===== src/rtl/qos_wrr_scheduler_pkg.sv =====
// Shared definitions for the QoS weighted-round-robin scheduler.
// Holds the FSM state encoding, the weight nibble width and a constant
// clog2 helper for the derived port widths.
package qos_wrr_scheduler_pkg;

  typedef enum logic [2:0] {
    StReset  = 3'd0,
    StInit   = 3'd1,
    StIdle   = 3'd2,
    StActive = 3'd3,
    StError  = 3'd4
  } state_e;

  // Bits per VC weight field in weight_in.
  localparam int unsigned WeightW = 4;

  function automatic int unsigned qos_clog2(input int unsigned n);
    int unsigned r;
    r = 0;
    for (int unsigned i = 0; i < 32; i++) begin
      if ((32'd1 << i) < n) r = i + 1;
    end
    return r;
  endfunction

endpackage


===== src/rtl/qos_fifo.sv =====
// Single-clock FIFO with first-word-fall-through read data.
// Ports:
//   clk, reset      clock, synchronous active-high reset
//   push, wdata     write request and data (ignored when full)
//   pop             read request (ignored when empty)
//   rdata           word at the head of the FIFO
//   full, empty     status flags derived from the occupancy count
//   level           current number of stored words
module qos_fifo
  import qos_wrr_scheduler_pkg::*;
#(
  parameter int unsigned DATA_W = 12,
  parameter int unsigned DEPTH  = 8,
  localparam int unsigned PTR_W = qos_clog2(DEPTH),
  localparam int unsigned LVL_W = qos_clog2(DEPTH + 1)
) (
  input  logic              clk,
  input  logic              reset,
  input  logic              push,
  input  logic [DATA_W-1:0] wdata,
  input  logic              pop,
  output logic [DATA_W-1:0] rdata,
  output logic              full,
  output logic              empty,
  output logic [LVL_W-1:0]  level
);

  logic [DATA_W-1:0] mem_q [DEPTH];
  logic [PTR_W-1:0]  wr_ptr_q;
  logic [PTR_W-1:0]  rd_ptr_q;
  logic [LVL_W-1:0]  level_q;
  logic              do_wr;
  logic              do_rd;

  // Fullness comes from the registered level, so a write into a full FIFO
  // is dropped even when a read happens in the same cycle.
  assign full  = (level_q == LVL_W'(DEPTH));
  assign empty = (level_q == '0);
  assign do_wr = push && !full;
  assign do_rd = pop && !empty;
  assign rdata = mem_q[rd_ptr_q];
  assign level = level_q;

  always_ff @(posedge clk) begin
    if (reset) begin
      wr_ptr_q <= '0;
      rd_ptr_q <= '0;
      level_q  <= '0;
    end else begin
      if (do_wr) wr_ptr_q <= wr_ptr_q + PTR_W'(1);
      if (do_rd) rd_ptr_q <= rd_ptr_q + PTR_W'(1);
      if (do_wr && !do_rd) begin
        level_q <= level_q + LVL_W'(1);
      end else if (!do_wr && do_rd) begin
        level_q <= level_q - LVL_W'(1);
      end
    end
  end

  always_ff @(posedge clk) begin
    if (do_wr) mem_q[wr_ptr_q] <= wdata;
  end

endmodule


===== src/rtl/qos_wrr_scheduler.sv =====
// QoS weighted-round-robin scheduler.
// Words are steered into NUM_VC FIFOs by their top VC_W bits, drained into a
// single registered valid/ready output port by weighted round-robin, and
// counted per VC on each output handshake.
// Ports:
//   clk, reset                 clock, synchronous active-high reset
//   init, umbral_high/low      configuration strobe and pause thresholds
//   weight_in                  per-VC weights, nibble k = VC k (0 acts as 1)
//   push, data_in              incoming word
//   pause                      registered backpressure with hysteresis
//   out_valid, out_data        scheduled word, held until out_ready
//   out_ready                  downstream accept
//   req, idx                   delivery counter read request and index
//   cnt_valid, cnt_data        counter read response (one cycle later)
//   active_out/idle_out/error_out  FSM state flags
module qos_wrr_scheduler
  import qos_wrr_scheduler_pkg::*;
#(
  parameter int unsigned NUM_VC = 4,
  parameter int unsigned DATA_W = 12,
  parameter int unsigned DEPTH  = 8,
  parameter int unsigned CNT_W  = 5,
  localparam int unsigned VC_W  = qos_clog2(NUM_VC),
  localparam int unsigned LVL_W = qos_clog2(DEPTH + 1)
) (
  input  logic                      clk,
  input  logic                      reset,
  input  logic                      init,
  input  logic [LVL_W-1:0]          umbral_high,
  input  logic [LVL_W-1:0]          umbral_low,
  input  logic [WeightW*NUM_VC-1:0] weight_in,
  input  logic                      push,
  input  logic [DATA_W-1:0]         data_in,
  output logic                      pause,
  output logic                      out_valid,
  output logic [DATA_W-1:0]         out_data,
  input  logic                      out_ready,
  input  logic                      req,
  input  logic [VC_W:0]             idx,
  output logic                      cnt_valid,
  output logic [CNT_W-1:0]          cnt_data,
  output logic                      active_out,
  output logic                      idle_out,
  output logic                      error_out
);

  state_e               state_q, state_d;
  logic [LVL_W-1:0]     high_q, low_q;
  logic [WeightW-1:0]   weight_q [NUM_VC];
  logic [VC_W-1:0]      grant_q, grant_d, sel;
  logic [WeightW-1:0]   credit_q, credit_d, sel_credit, sel_weight;
  logic                 out_valid_q;
  logic [DATA_W-1:0]    out_data_q;
  logic                 pause_q, pause_d;
  logic [CNT_W-1:0]     count_q [NUM_VC];
  logic                 cnt_valid_q;
  logic [CNT_W-1:0]     cnt_data_q;

  logic [NUM_VC-1:0]    fifo_push, fifo_pop, fifo_full, fifo_empty, nonempty;
  logic [DATA_W-1:0]    fifo_rdata [NUM_VC];
  logic [LVL_W-1:0]     fifo_level [NUM_VC];

  logic [VC_W-1:0]      push_vc, hs_vc;
  logic                 push_allowed, overflow, any_nonempty;
  logic                 load_en, pop_en, sel_drain, handshake;
  logic                 any_high, all_low;

  assign push_vc      = data_in[DATA_W-1 -: VC_W];
  assign push_allowed = (state_q == StIdle) || (state_q == StActive) || (state_q == StError);
  assign overflow     = push && push_allowed && fifo_full[push_vc];
  assign nonempty     = ~fifo_empty;
  assign any_nonempty = |nonempty;
  assign handshake    = out_valid_q && out_ready;
  assign hs_vc        = out_data_q[DATA_W-1 -: VC_W];

  for (genvar v = 0; v < NUM_VC; v++) begin : g_vc
    assign fifo_push[v] = push && push_allowed && (push_vc == VC_W'(v));
    assign fifo_pop[v]  = pop_en && (sel == VC_W'(v));

    qos_fifo #(
      .DATA_W (DATA_W),
      .DEPTH  (DEPTH)
    ) u_fifo (
      .clk   (clk),
      .reset (reset),
      .push  (fifo_push[v]),
      .wdata (data_in),
      .pop   (fifo_pop[v]),
      .rdata (fifo_rdata[v]),
      .full  (fifo_full[v]),
      .empty (fifo_empty[v]),
      .level (fifo_level[v])
    );
  end

  // First non-empty VC in circular order starting at base+1; base itself is
  // the last candidate. Returns base when every FIFO is empty.
  function automatic logic [VC_W-1:0] next_vc(input logic [VC_W-1:0]   base,
                                               input logic [NUM_VC-1:0] ne);
    logic [VC_W-1:0] cand;
    next_vc = base;
    for (int i = NUM_VC; i >= 1; i--) begin
      cand = base + VC_W'(i);
      if (ne[cand]) next_vc = cand;
    end
  endfunction

  // WRR: an empty granted VC forfeits its credit and the grant skips ahead
  // in the same cycle; otherwise rotate after weight words or on draining.
  always_comb begin
    sel        = grant_q;
    sel_credit = credit_q;
    if (fifo_empty[grant_q] && any_nonempty) begin
      sel        = next_vc(grant_q, nonempty);
      sel_credit = '0;
    end
    sel_weight = (weight_q[sel] == '0) ? WeightW'(1) : weight_q[sel];
    load_en    = !out_valid_q || out_ready;
    pop_en     = load_en && !fifo_empty[sel];
    sel_drain  = (fifo_level[sel] == LVL_W'(1)) && !fifo_push[sel];
    grant_d    = sel;
    credit_d   = sel_credit;
    if (pop_en) begin
      if ((({1'b0, sel_credit} + (WeightW + 1)'(1)) >= {1'b0, sel_weight}) || sel_drain) begin
        grant_d  = next_vc(sel, nonempty);
        credit_d = '0;
      end else begin
        credit_d = sel_credit + WeightW'(1);
      end
    end
  end

  // Hysteresis: set wins if thresholds are misconfigured so both hold.
  always_comb begin
    any_high = 1'b0;
    all_low  = 1'b1;
    for (int v = 0; v < NUM_VC; v++) begin
      if (fifo_level[v] >= high_q) any_high = 1'b1;
      if (fifo_level[v] > low_q)   all_low  = 1'b0;
    end
    pause_d = pause_q;
    if (any_high) begin
      pause_d = 1'b1;
    end else if (all_low) begin
      pause_d = 1'b0;
    end
  end

  always_comb begin
    state_d = state_q;
    unique case (state_q)
      StReset:  state_d = StInit;
      StInit:   if (!init) state_d = StIdle;
      StIdle: begin
        // A push wins over init so INIT is never entered with data queued.
        if (push) begin
          state_d = StActive;
        end else if (init) begin
          state_d = StInit;
        end
      end
      StActive: if (!any_nonempty && !out_valid_q && !push) state_d = StIdle;
      StError:  state_d = StError;
      default:  state_d = StReset;
    endcase
    if (overflow) state_d = StError;
  end

  always_ff @(posedge clk) begin
    if (reset) begin
      state_q     <= StReset;
      high_q      <= LVL_W'(DEPTH);
      low_q       <= '0;
      grant_q     <= '0;
      credit_q    <= '0;
      out_valid_q <= 1'b0;
      out_data_q  <= '0;
      pause_q     <= 1'b0;
      cnt_valid_q <= 1'b0;
      cnt_data_q  <= '0;
      for (int v = 0; v < NUM_VC; v++) begin
        weight_q[v] <= WeightW'(1);
        count_q[v]  <= '0;
      end
    end else begin
      state_q  <= state_d;
      grant_q  <= grant_d;
      credit_q <= credit_d;
      pause_q  <= pause_d;
      if (state_q == StInit && init) begin
        high_q <= umbral_high;
        low_q  <= umbral_low;
        for (int v = 0; v < NUM_VC; v++) begin
          weight_q[v] <= weight_in[v*WeightW +: WeightW];
        end
      end
      if (load_en) begin
        out_valid_q <= pop_en;
        if (pop_en) out_data_q <= fifo_rdata[sel];
      end
      if (handshake) count_q[hs_vc] <= count_q[hs_vc] + CNT_W'(1);
      cnt_valid_q <= req;
      if (req) begin
        // idx MSB set means idx >= NUM_VC.
        cnt_data_q <= idx[VC_W] ? '0 : count_q[idx[VC_W-1:0]];
      end
    end
  end

  assign pause      = pause_q;
  assign out_valid  = out_valid_q;
  assign out_data   = out_data_q;
  assign cnt_valid  = cnt_valid_q;
  assign cnt_data   = cnt_data_q;
  assign active_out = (state_q == StActive);
  assign idle_out   = (state_q == StIdle);
  assign error_out  = (state_q == StError);

endmodule


===== config.mk =====
export PLATFORM = sky130hd
export DESIGN_NAME = qos_wrr_scheduler
export DESIGN_NICKNAME = d
export VERILOG_FILES = /design/src/rtl/qos_wrr_scheduler_pkg.sv /design/src/rtl/qos_fifo.sv /design/src/rtl/qos_wrr_scheduler.sv
export SDC_FILE = /design/constraint.sdc
export NUM_CORES = 1
export LEC_CHECK = 0
export CAP_MARGIN = 15
export CORE_ASPECT_RATIO = 1.2
export CORE_UTILIZATION = 45
export DETAILED_ROUTE_END_ITERATION = 6
export SETUP_SLACK_MARGIN = 0.4
export SLEW_MARGIN = 20
export SYNTH_ARGS = -nofsm -noshare
export SYNTH_HDL_FRONTEND = slang
export SYNTH_HIERARCHICAL = 1
export SYNTH_SLANG_ARGS = --single-unit

===== constraint.sdc =====
create_clock -name clk -period 3.6 [get_ports clk]
set_input_delay 1.08 -clock clk [delete_from_list [all_inputs] [get_ports clk]]
set_output_delay 1.08 -clock clk [all_outputs]
set_load 0.1 [all_outputs]

==> qor.json, run 1 <==
{
  "yosys.area.top_type": {"value": "sky130_fd_sc_hd__edfxtp_1"},
  "grt_setup_unrepaired": {"value": "true"},
  "timing.critical_path.required": {"value": 4.08, "unit": "ns"},
  "grt_max_degree": {"value": 40},
  "ant_nets": {"value": 0},
  "finalClockSkew": {"value": 0.0169, "unit": "ns"},
  "place_congestion": {"value": 0.845},
  "irDropWorstVdd": {"value": 0.000330, "unit": "V"},
  "grt_pass1_wl": {"value": 76.6, "unit": "mm"},
  "synth_edf_count": {"value": 420},
  "hold_class": {"value": "reg -> reg"},
  "port_buffers": {"value": 67},
  "synth_cells": {"value": 1362},
  "cpMaxStageDelayCell": {"value": "sky130_fd_sc_hd__mux4_2"},
  "cts_root_buffer": {"value": "sky130_fd_sc_hd__clkbuf_16"},
  "timing.critical_path.buf_inv": {"value": 2},
  "layout_cells_excl_fill": {"value": 2247},
  "pre_repair_dr_iteration_count": {"value": 7},
  "setup.worst_path.end_class": {"value": "flip-flop"},
  "timing.critical_path.cells": {"value": "nor4_4 -> buf_6 -> and3b_1 -> a31oi_2 -> a32oi_4 -> inv_6 -> mux4_2 -> a31o_1 -> ha_1 -> nand2b_4 -> a211oi_2 -> o21ai_1 -> nor2_2 -> a21oi_1 -> mux2_1"},
  "synth_most_common_cell": {"value": "sky130_fd_sc_hd__edfxtp_1"},
  "wl": {"value": 51.4, "unit": "mm"},
  "grt_pass1_vias": {"value": 12600},
  "synth.ff_latch_count": {"value": 511},
  "utilization": {"value": 54.6, "unit": "%"},
  "dp.final_hpwl": {"value": 33.5, "unit": "mm"},
  "wl_per_cell": {"value": 22.9, "unit": "um"},
  "clock.fmax": {"value": 0.296, "unit": "GHz"},
  "hold_viol": {"value": 0},
  "synth.top_cells.by_area": {"value": "sky130_fd_sc_hd__edfxtp_1, sky130_fd_sc_hd__mux4_1, sky130_fd_sc_hd__dfxtp_1"},
  "fin_total_pwr": {"value": 16.3, "unit": "mW"},
  "finalCriticalPeriod": {"value": 3.38, "unit": "ns"},
  "synth_largest_type_area_fraction": {"value": 56.1, "unit": "%"},
  "dominantRegCellSynth": {"value": "sky130_fd_sc_hd__edfxtp_1"},
  "floorplan.io_pins": {"value": 68},
  "p_per_area": {"value": 606, "unit": "nW/um^2"},
  "run_status": {"value": "completed"},
  "critical_path_class": {"value": "reg -> reg"},
  "clock-sinks": {"value": 511},
  "dp.cells": {"value": 2128},
  "clkLatencyLatePin": {"value": 0.60, "unit": "ns"},
  "worst-path-max-fanout": {"value": 4},
  "final_setup_violation_count": {"value": 0},
  "synthTopCellsByCount": {"value": "sky130_fd_sc_hd__edfxtp_1, sky130_fd_sc_hd__nor2_1, sky130_fd_sc_hd__dfxtp_1, sky130_fd_sc_hd__mux4_1"},
  "fp.coreArea": {"value": 49200, "unit": "sq um"},
  "power_frac_seq": {"value": 40.8, "unit": "%"},
  "syn_area_per_cell": {"value": 16.5, "unit": "sq um"},
  "hold_slack": {"value": 0.481, "unit": "ns"},
  "cts_buffers": {"value": 51},
  "start_kind": {"value": "flip-flop"},
  "start_util": {"value": 45.6, "unit": "%"},
  "route.detailed.drc": {"value": 0},
  "internal-power": {"value": 11.6, "unit": "mW"},
  "cts.htree.levels": {"value": 2},
  "flow.area_growth_from_synthesis": {"value": 19.6, "unit": "%"},
  "async_reset_ff_share": {"value": 0, "unit": "%"},
  "synthesis.nets": {"value": 1473},
  "initialDrtViolationCount": {"value": 987},
  "worstMarginPinSlew": {"value": 0.753, "unit": "ns"},
  "number_of_hold_repair_buffers_added_at_the_cts_stage": {"value": 0},
  "ys_seq_area_share": {"value": 64.2, "unit": "%"},
  "fp.dieArea": {"value": 50800, "unit": "sq um"},
  "globalRoute.totalOverflow": {"value": 0},
  "sw_frac_of_total": {"value": 28.8, "unit": "%"},
  "final_nets": {"value": 1678},
  "share_comb_of_total_power": {"value": 25.1, "unit": "%"},
  "clockBufferDepth": {"value": 3},
  "tritoncts": {"value": "yes"},
  "critical_path.max_stage_delay": {"value": 0.48, "unit": "ns"},
  "cell_area_after_synthesis": {"value": 22500, "unit": "sq um"},
  "dr_total_vias": {"value": 12600},
  "ys_types": {"value": 65},
  "leakagePower": {"value": 9.40, "unit": "nW"},
  "total_inserted_antenna_cells": {"value": 0},
  "die_h": {"value": 247, "unit": "um"},
  "setup_tns": {"value": 0, "unit": "ns"},
  "yosys_warnings": {"value": 6},
  "drt-vias-per-instance": {"value": 5.60},
  "max_cap_violations": {"value": 0},
  "worstPathArrival": {"value": 3.86, "unit": "ns"},
  "placementRows": {"value": 89},
  "die_w": {"value": 206, "unit": "um"},
  "antenna_found_initial": {"value": 0},
  "timing.critical_path.max_delay_family": {"value": "compound AO/OA/AOI/OAI gates"},
  "path_clk_slew": {"value": 0.06, "unit": "ns"},
  "timing.slew.headroom": {"value": 49.8, "unit": "%"},
  "groute.usage.overall": {"value": 20.5, "unit": "%"},
  "drive_above_1_share": {"value": 28.3, "unit": "%"},
  "power_frac_clock": {"value": 34.1, "unit": "%"},
  "total_switching_power": {"value": 4.68, "unit": "mW"},
  "drv_slew": {"value": 0},
  "timing.final.crit_share": {"value": 93.8, "unit": "%"}
}
==> metrics by stage <==
step | setup WS (ns) | cell area, sq um
final | 0.222 | 26900
after global routing | 0.0103 | 26900
after CTS | 0.191 | 26600
after detailed placement | -0.0423 | 24800
after global placement | 0.0153 | 24800
after floorplan | 0.0740 | 22700
==> flip-flops by register name, indices dropped and copies added (netlist names), named ones only <==
register / cells
g_vc.u_fifo/level: 16
low_q: 4
pause: 1
state_q: 3
cnt_valid: 1
g_vc.u_fifo/rd_ptr_q: 12
out_valid: 1
g_vc.u_fifo/wr_ptr_q: 12
credit_q: 4
count_q: 20
out_data: 12
grant_q: 2
g_vc.u_fifo/mem_q: 384
high_q: 4
cnt_data: 5
weight_q: 16
==> cells in the final DEF, fill, tap and decap left out, drive strengths merged, types with 6 or more instances in the layout <==
| cell | instances |
|---|---|
| buf | 174 |
| inv | 42 |
| and3 | 16 |
| clkinv | 19 |
| mux2i | 16 |
| xor2 | 16 |
| o41ai | 6 |
| nand3 | 17 |
| nand2 | 60 |
| and2 | 6 |
| nand2b | 29 |
| clkdlybuf4s50 | 43 |
| o21ai | 21 |
| dfxtp | 91 |
| mux2 | 57 |
| a31oi | 9 |
| a211oi | 7 |
| xnor2 | 13 |
| mux4 | 121 |
| edfxtp | 420 |
| clkbuf | 65 |
| ha | 62 |
| nor2 | 119 |
| a21oi | 63 |
| nor2b | 21 |
| nor3 | 25 |
| nor4 | 15 |
==> kinds of logic after synthesis <==
logic type	Yosys count	share of synthesized area (%)
AO/OA/AOI/OAI	131	3.95
XOR/XNOR	29	1.13
adder cells (fa/ha/maj)	66	3.81
buffers and inverters	102	2.37
flip-flops	511	64.2
multiplexers	194	17.2
AND/OR/NAND/NOR	329	7.31
==> layer usage <==
layer	vias to the layer above	wire (um)	global-route usage, %
met1	6434	21400	26.0
met3	80	2020	2.91
met5	-	0	0
li1	5799	-	-
met2	264	26600	36.1
met4	0	1370	6.19
==> power by group through the flow <==
stage	combinational (mW)	clock, mW	sequential [mW]
2_1_floorplan	2.33	0	7.04
3_3_place_gp	3.66	0	6.77
3_5_place_dp	3.71	0	6.77
4_1_cts	3.84	5.66	6.65
5_1_grt	4.39	5.89	6.66
6_report	4.09	5.55	6.65
==> area by class of cell <==
type,instances,area [sq um]
fill,3946,22300
sequential,511,14500
multi-input combinational,749,7930
timing repair buffer,217,1770
clock buffer,65,1450
tap,637,797
clock inverter,31,312
inverter,37,151
==> worst reg2reg max path, cell delays in order (launching register included) <==
cell                       delay (ns)
sky130_fd_sc_hd__dfxtp_2         0.34
sky130_fd_sc_hd__nor4_4          0.28
sky130_fd_sc_hd__buf_6           0.15
sky130_fd_sc_hd__and3b_1         0.19
sky130_fd_sc_hd__a31oi_2         0.19
sky130_fd_sc_hd__a32oi_4         0.16
sky130_fd_sc_hd__inv_6           0.08
sky130_fd_sc_hd__mux4_2          0.48
sky130_fd_sc_hd__a31o_1          0.20
sky130_fd_sc_hd__ha_1            0.26
sky130_fd_sc_hd__nand2b_4        0.14
sky130_fd_sc_hd__a211oi_2        0.17
sky130_fd_sc_hd__o21ai_1         0.09
sky130_fd_sc_hd__nor2_2          0.14
sky130_fd_sc_hd__a21oi_1         0.09
sky130_fd_sc_hd__mux2_1          0.32
==> timing repair <==
| item | CTS | global route |
|---|---|---|
| resized for setup | 11 | 34 |
| pin swaps | 7 | 15 |
| endpoints found under the setup margin | 15 | 17 |
| buffers inserted | 11 | 12 |
==> path summary, 6_finish.rpt <==
kind / end / slack (ns) / start / cells after the start
hold / removal: out_data[9]$_SDFFE_PP0P_ / 0.48 / out_data[9]$_SDFFE_PP0P_ / 2
hold reg to reg: out_data[9]$_SDFFE_PP0P_ / 0.48 / out_data[9]$_SDFFE_PP0P_ / 2
setup / recovery: grant_q[0]$_SDFF_PP0_ / 0.22 / g_vc[0].u_fifo/level[1]$_SDFFE_PP0P_ / 15
setup reg to reg: grant_q[0]$_SDFF_PP0_ / 0.22 / g_vc[0].u_fifo/level[1]$_SDFFE_PP0P_ / 15
(Power assumes the default switching activity.)
==> run 2: changes to the inputs <==
- GPL_TIMING_DRIVEN: not set -> 0
==> qor.json, run 2 (synthesis results as in run 1) <==
{
  "run_status": {"value": "finished, violations left"},
  "violated_checks": {"value": "setup timing"},
  "final_nets": {"value": 1666, "change": "-0.72%"},
  "worstMarginPinSlew": {"value": 0.984, "unit": "ns", "change": "+0.231 ns"},
  "antenna_found_initial": {"value": 3, "change": "+3"},
  "drt-vias-per-instance": {"value": 5.65, "change": "+0.98%"},
  "flow.area_growth_from_synthesis": {"value": 20.5, "unit": "%"},
  "worst-path-max-fanout": {"value": 5, "change": "+1"},
  "cts_buffers": {"value": 52, "change": "+2.0%"},
  "dr_total_vias": {"value": 12700, "change": "+0.58%"},
  "leakagePower": {"value": 9.28, "unit": "nW", "change": "-1.2%"},
  "irDropWorstVdd": {"value": 0.000297, "unit": "V", "change": "-10%"},
  "timing.critical_path.cells": {"value": "nor4_4 -> buf_6 -> and3b_1 -> a31oi_4 -> a32oi_4 -> clkinv_4 -> mux4_2 -> a31o_1 -> ha_1 -> nand2b_4 -> a211oi_2 -> o21ai_1 -> nor2_2 -> a21oi_1 -> mux2_1"},
  "port_buffers": {"value": 66, "change": "-1.5%"},
  "globalRoute.totalOverflow": {"value": 0, "change": "unchanged"},
  "placement.cell_area": {"value": 24500, "unit": "sq um", "change": "-1.2%"},
  "ant_nets": {"value": 0, "change": "unchanged"},
  "timing.final.crit_share": {"value": 103, "unit": "%", "change": "+8.9 points"},
  "setup.worst_path.end_class": {"value": "flip-flop"},
  "clock-sinks": {"value": 511, "change": "unchanged"},
  "hold_viol": {"value": 0, "change": "unchanged"},
  "most-common-layout-cells": {"value": "sky130_fd_sc_hd__edfxtp_1, sky130_fd_sc_hd__nor2_1, sky130_fd_sc_hd__mux4_1, sky130_fd_sc_hd__dfxtp_1, sky130_fd_sc_hd__nand2_1"},
  "cpMaxStageDelayCell": {"value": "sky130_fd_sc_hd__mux4_2"},
  "grt_pass1_vias": {"value": 12900, "change": "+2.9%"},
  "utilization": {"value": 55.0, "unit": "%", "change": "+0.41 points"},
  "final_setup_violation_count": {"value": 8, "change": "+8"},
  "cts_root_buffer": {"value": "sky130_fd_sc_hd__clkbuf_16"},
  "critical_path_class": {"value": "reg -> reg"},
  "tritoncts": {"value": "yes"},
  "place_congestion": {"value": 0.851, "change": "+0.72%"},
  "largest_registers_ranked_by_flip_flop_count": {"value": "g_vc.u_fifo/mem_q: 384 flops, count_q: 20 flops"},
  "start_util": {"value": 45.6, "unit": "%", "change": "unchanged"},
  "hold_class": {"value": "reg -> reg"},
  "number_of_hold_repair_buffers_added_at_the_cts_stage": {"value": 0, "change": "unchanged"},
  "clock.fmax": {"value": 0.270, "unit": "GHz", "change": "-8.7%"},
  "start_kind": {"value": "flip-flop"},
  "die_w": {"value": 206, "unit": "um", "change": "unchanged"},
  "grt_pass1_wl": {"value": 78.8, "unit": "mm", "change": "+2.8%"},
  "finalClockSkew": {"value": 0.0323, "unit": "ns", "change": "+0.0154 ns"},
  "setup_ws": {"value": -0.0992, "unit": "ns", "change": "-0.321 ns"},
  "multi_input_logic_area": {"value": 8080, "unit": "sq um", "change": "+1.8%"},
  "floorplan.io_pins": {"value": 68, "change": "unchanged"},
  "fp.dieArea": {"value": 50800, "unit": "sq um", "change": "unchanged"},
  "placementRows": {"value": 89, "change": "unchanged"},
  "final_common_cell": {"value": "sky130_fd_sc_hd__edfxtp_1"},
  "timing.critical_path.max_delay_family": {"value": "simple AND/OR/NAND/NOR gates"},
  "largest_register_ffs": {"value": 384, "change": "unchanged"},
  "timing.critical_path.buf_inv": {"value": 2, "change": "unchanged"},
  "wl_per_cell": {"value": 23.6, "unit": "um", "change": "+3.2%"},
  "max_cap_violations": {"value": 0, "change": "unchanged"},
  "worstPathArrival": {"value": 4.19, "unit": "ns", "change": "+0.33 ns"},
  "timing.critical_path.required": {"value": 4.09, "unit": "ns", "change": "about the same"},
  "timing.slew.headroom": {"value": 34.7, "unit": "%", "change": "-15 points"},
  "final-seq-area": {"value": 14500, "unit": "sq um", "change": "+0.15%"},
  "initialDrtViolationCount": {"value": 767, "change": "-22%"},
  "clkLatencyLatePin": {"value": 0.61, "unit": "ns", "change": "about the same"},
  "groute.usage.overall": {"value": 21.3, "unit": "%", "change": "+0.77 points"},
  "drv_slew": {"value": 0, "change": "unchanged"},
  "drive_above_1_share": {"value": 25.5, "unit": "%", "change": "-2.7 points"},
  "setup_tns": {"value": -0.386, "unit": "ns", "change": "-0.386 ns"},
  "p_per_area": {"value": 625, "unit": "nW/um^2", "change": "+3.2%"},
  "grt_setup_unrepaired": {"value": "true"},
  "fillCellCount": {"value": 3860, "change": "-2.2%"},
  "die_h": {"value": 247, "unit": "um", "change": "unchanged"},
  "postLayoutCellArea": {"value": 27100, "unit": "sq um", "change": "+0.76%"},
  "largest_register_by_flop_count": {"value": "g_vc.u_fifo/mem_q"},
  "pre_repair_dr_iteration_count": {"value": 5, "change": "-2"},
  "route.detailed.drc": {"value": 0, "change": "unchanged"},
  "finalCriticalPeriod": {"value": 3.70, "unit": "ns", "change": "+0.321 ns"},
  "dp.final_hpwl": {"value": 34.7, "unit": "mm", "change": "+3.7%"},
  "cts.htree.levels": {"value": 2, "change": "unchanged"},
  "grt_max_degree": {"value": 33, "change": "-18%"},
  "pre_cts_slack": {"value": -0.568, "unit": "ns", "change": "-0.526 ns"},
  "clockBufferDepth": {"value": 3, "change": "unchanged"},
  "path_clk_slew": {"value": 0.06, "unit": "ns", "change": "about the same"},
  "wl": {"value": 52.8, "unit": "mm", "change": "+2.8%"},
  "fp.coreArea": {"value": 49200, "unit": "sq um", "change": "unchanged"},
  "critical_path.max_stage_delay": {"value": 0.55, "unit": "ns", "change": "+0.07 ns"}
}
-- run 2: cell count changes in the layout (fill, tap and decap cells not counted), moves of 8 or more --
| cell | delta |
|---|---|
| sky130_fd_sc_hd__clkbuf_1 | +39 |
| sky130_fd_sc_hd__nor2_4 | +8 |
| sky130_fd_sc_hd__buf_2 | +22 |
| sky130_fd_sc_hd__buf_4 | -112 |
| sky130_fd_sc_hd__dlygate4sd2_1 | +15 |
| sky130_fd_sc_hd__nor2_1 | -12 |
| sky130_fd_sc_hd__buf_12 | +8 |
| sky130_fd_sc_hd__buf_6 | +21 |
-- run 2: report_power, final --
part | total [mW] | switching [mW] | internal (mW) | leakage, nW
clock network | 5.83 | 2.30 | 3.54 | 0.896
logic | 4.40 | 2.40 | 2.00 | 3.82
registers | 6.69 | 0.151 | 6.54 | 4.56
-- run 2: final timing paths --
| check | startpoint | endpoint | slack, ns | cells past startpoint |
|---|---|---|---|---|
| worst min register to register | pause$_SDFFE_PP0P_ | pause$_SDFFE_PP0P_ | 0.49 | 2 |
| worst max register to register | g_vc[0].u_fifo/level[3]$_SDFFE_PP0P_ | grant_q[1]$_SDFF_PP0_ | -0.1 | 15 |
| worst max-delay path | g_vc[0].u_fifo/level[3]$_SDFFE_PP0P_ | grant_q[1]$_SDFF_PP0_ | -0.1 | 15 |
| worst min-delay path | pause$_SDFFE_PP0P_ | pause$_SDFFE_PP0P_ | 0.49 | 2 |
-- run 2: worst register-to-register path: cells and delay by family (launching register included) --
kind / cells / cell delay [ns]
simple gates: 4 / 0.91
compound gates: 6 / 0.90
mux: 2 / 0.87
flops: 1 / 0.36
buf+inv: 2 / 0.27
fa+ha+maj: 1 / 0.26
-- run 2: what timing repair did --
item                                    CTS  global route
setup buffers                            44            10
gates resized for setup                  89            21
gates cloned                              1             0
pin swaps                                26            11
endpoints found under the setup margin   77           105
-- run 2: area by class of cell --
class | instances | area share (%)
sequential | 511 | 53.5
multi-input combinational | 749 | 29.8
clock buffer | 65 | 5.14
timing repair buffer | 139 | 4.77
tap | 637 | 2.94
clock inverter | 33 | 1.69
buffer | 65 | 1.55
inverter | 37 | 0.596
antenna | 2 | 0.0185
-- run 2: stage by stage --
stage / cells / total power [mW] / hold WS (ns)
after floorplan: 1362 / 9.37 / 0.470
after global placement: 2065 / 10.3 / 0.453
after detailed placement: 2083 / 10.4 / 0.478
after CTS: 2226 / 16.8 / 0.484
after global routing: 2236 / 17.6 / 0.517
final: 2238 / 16.9 / 0.487
-- run 2: layer usage --
layer  share of wire, %  wire, um  GRT usage (%)
met5              0.034        18              0
met4                3.5      1870           8.76
met3                4.4      2300           3.19
met2                 52     27300           37.3
met1                 40     21300           26.0
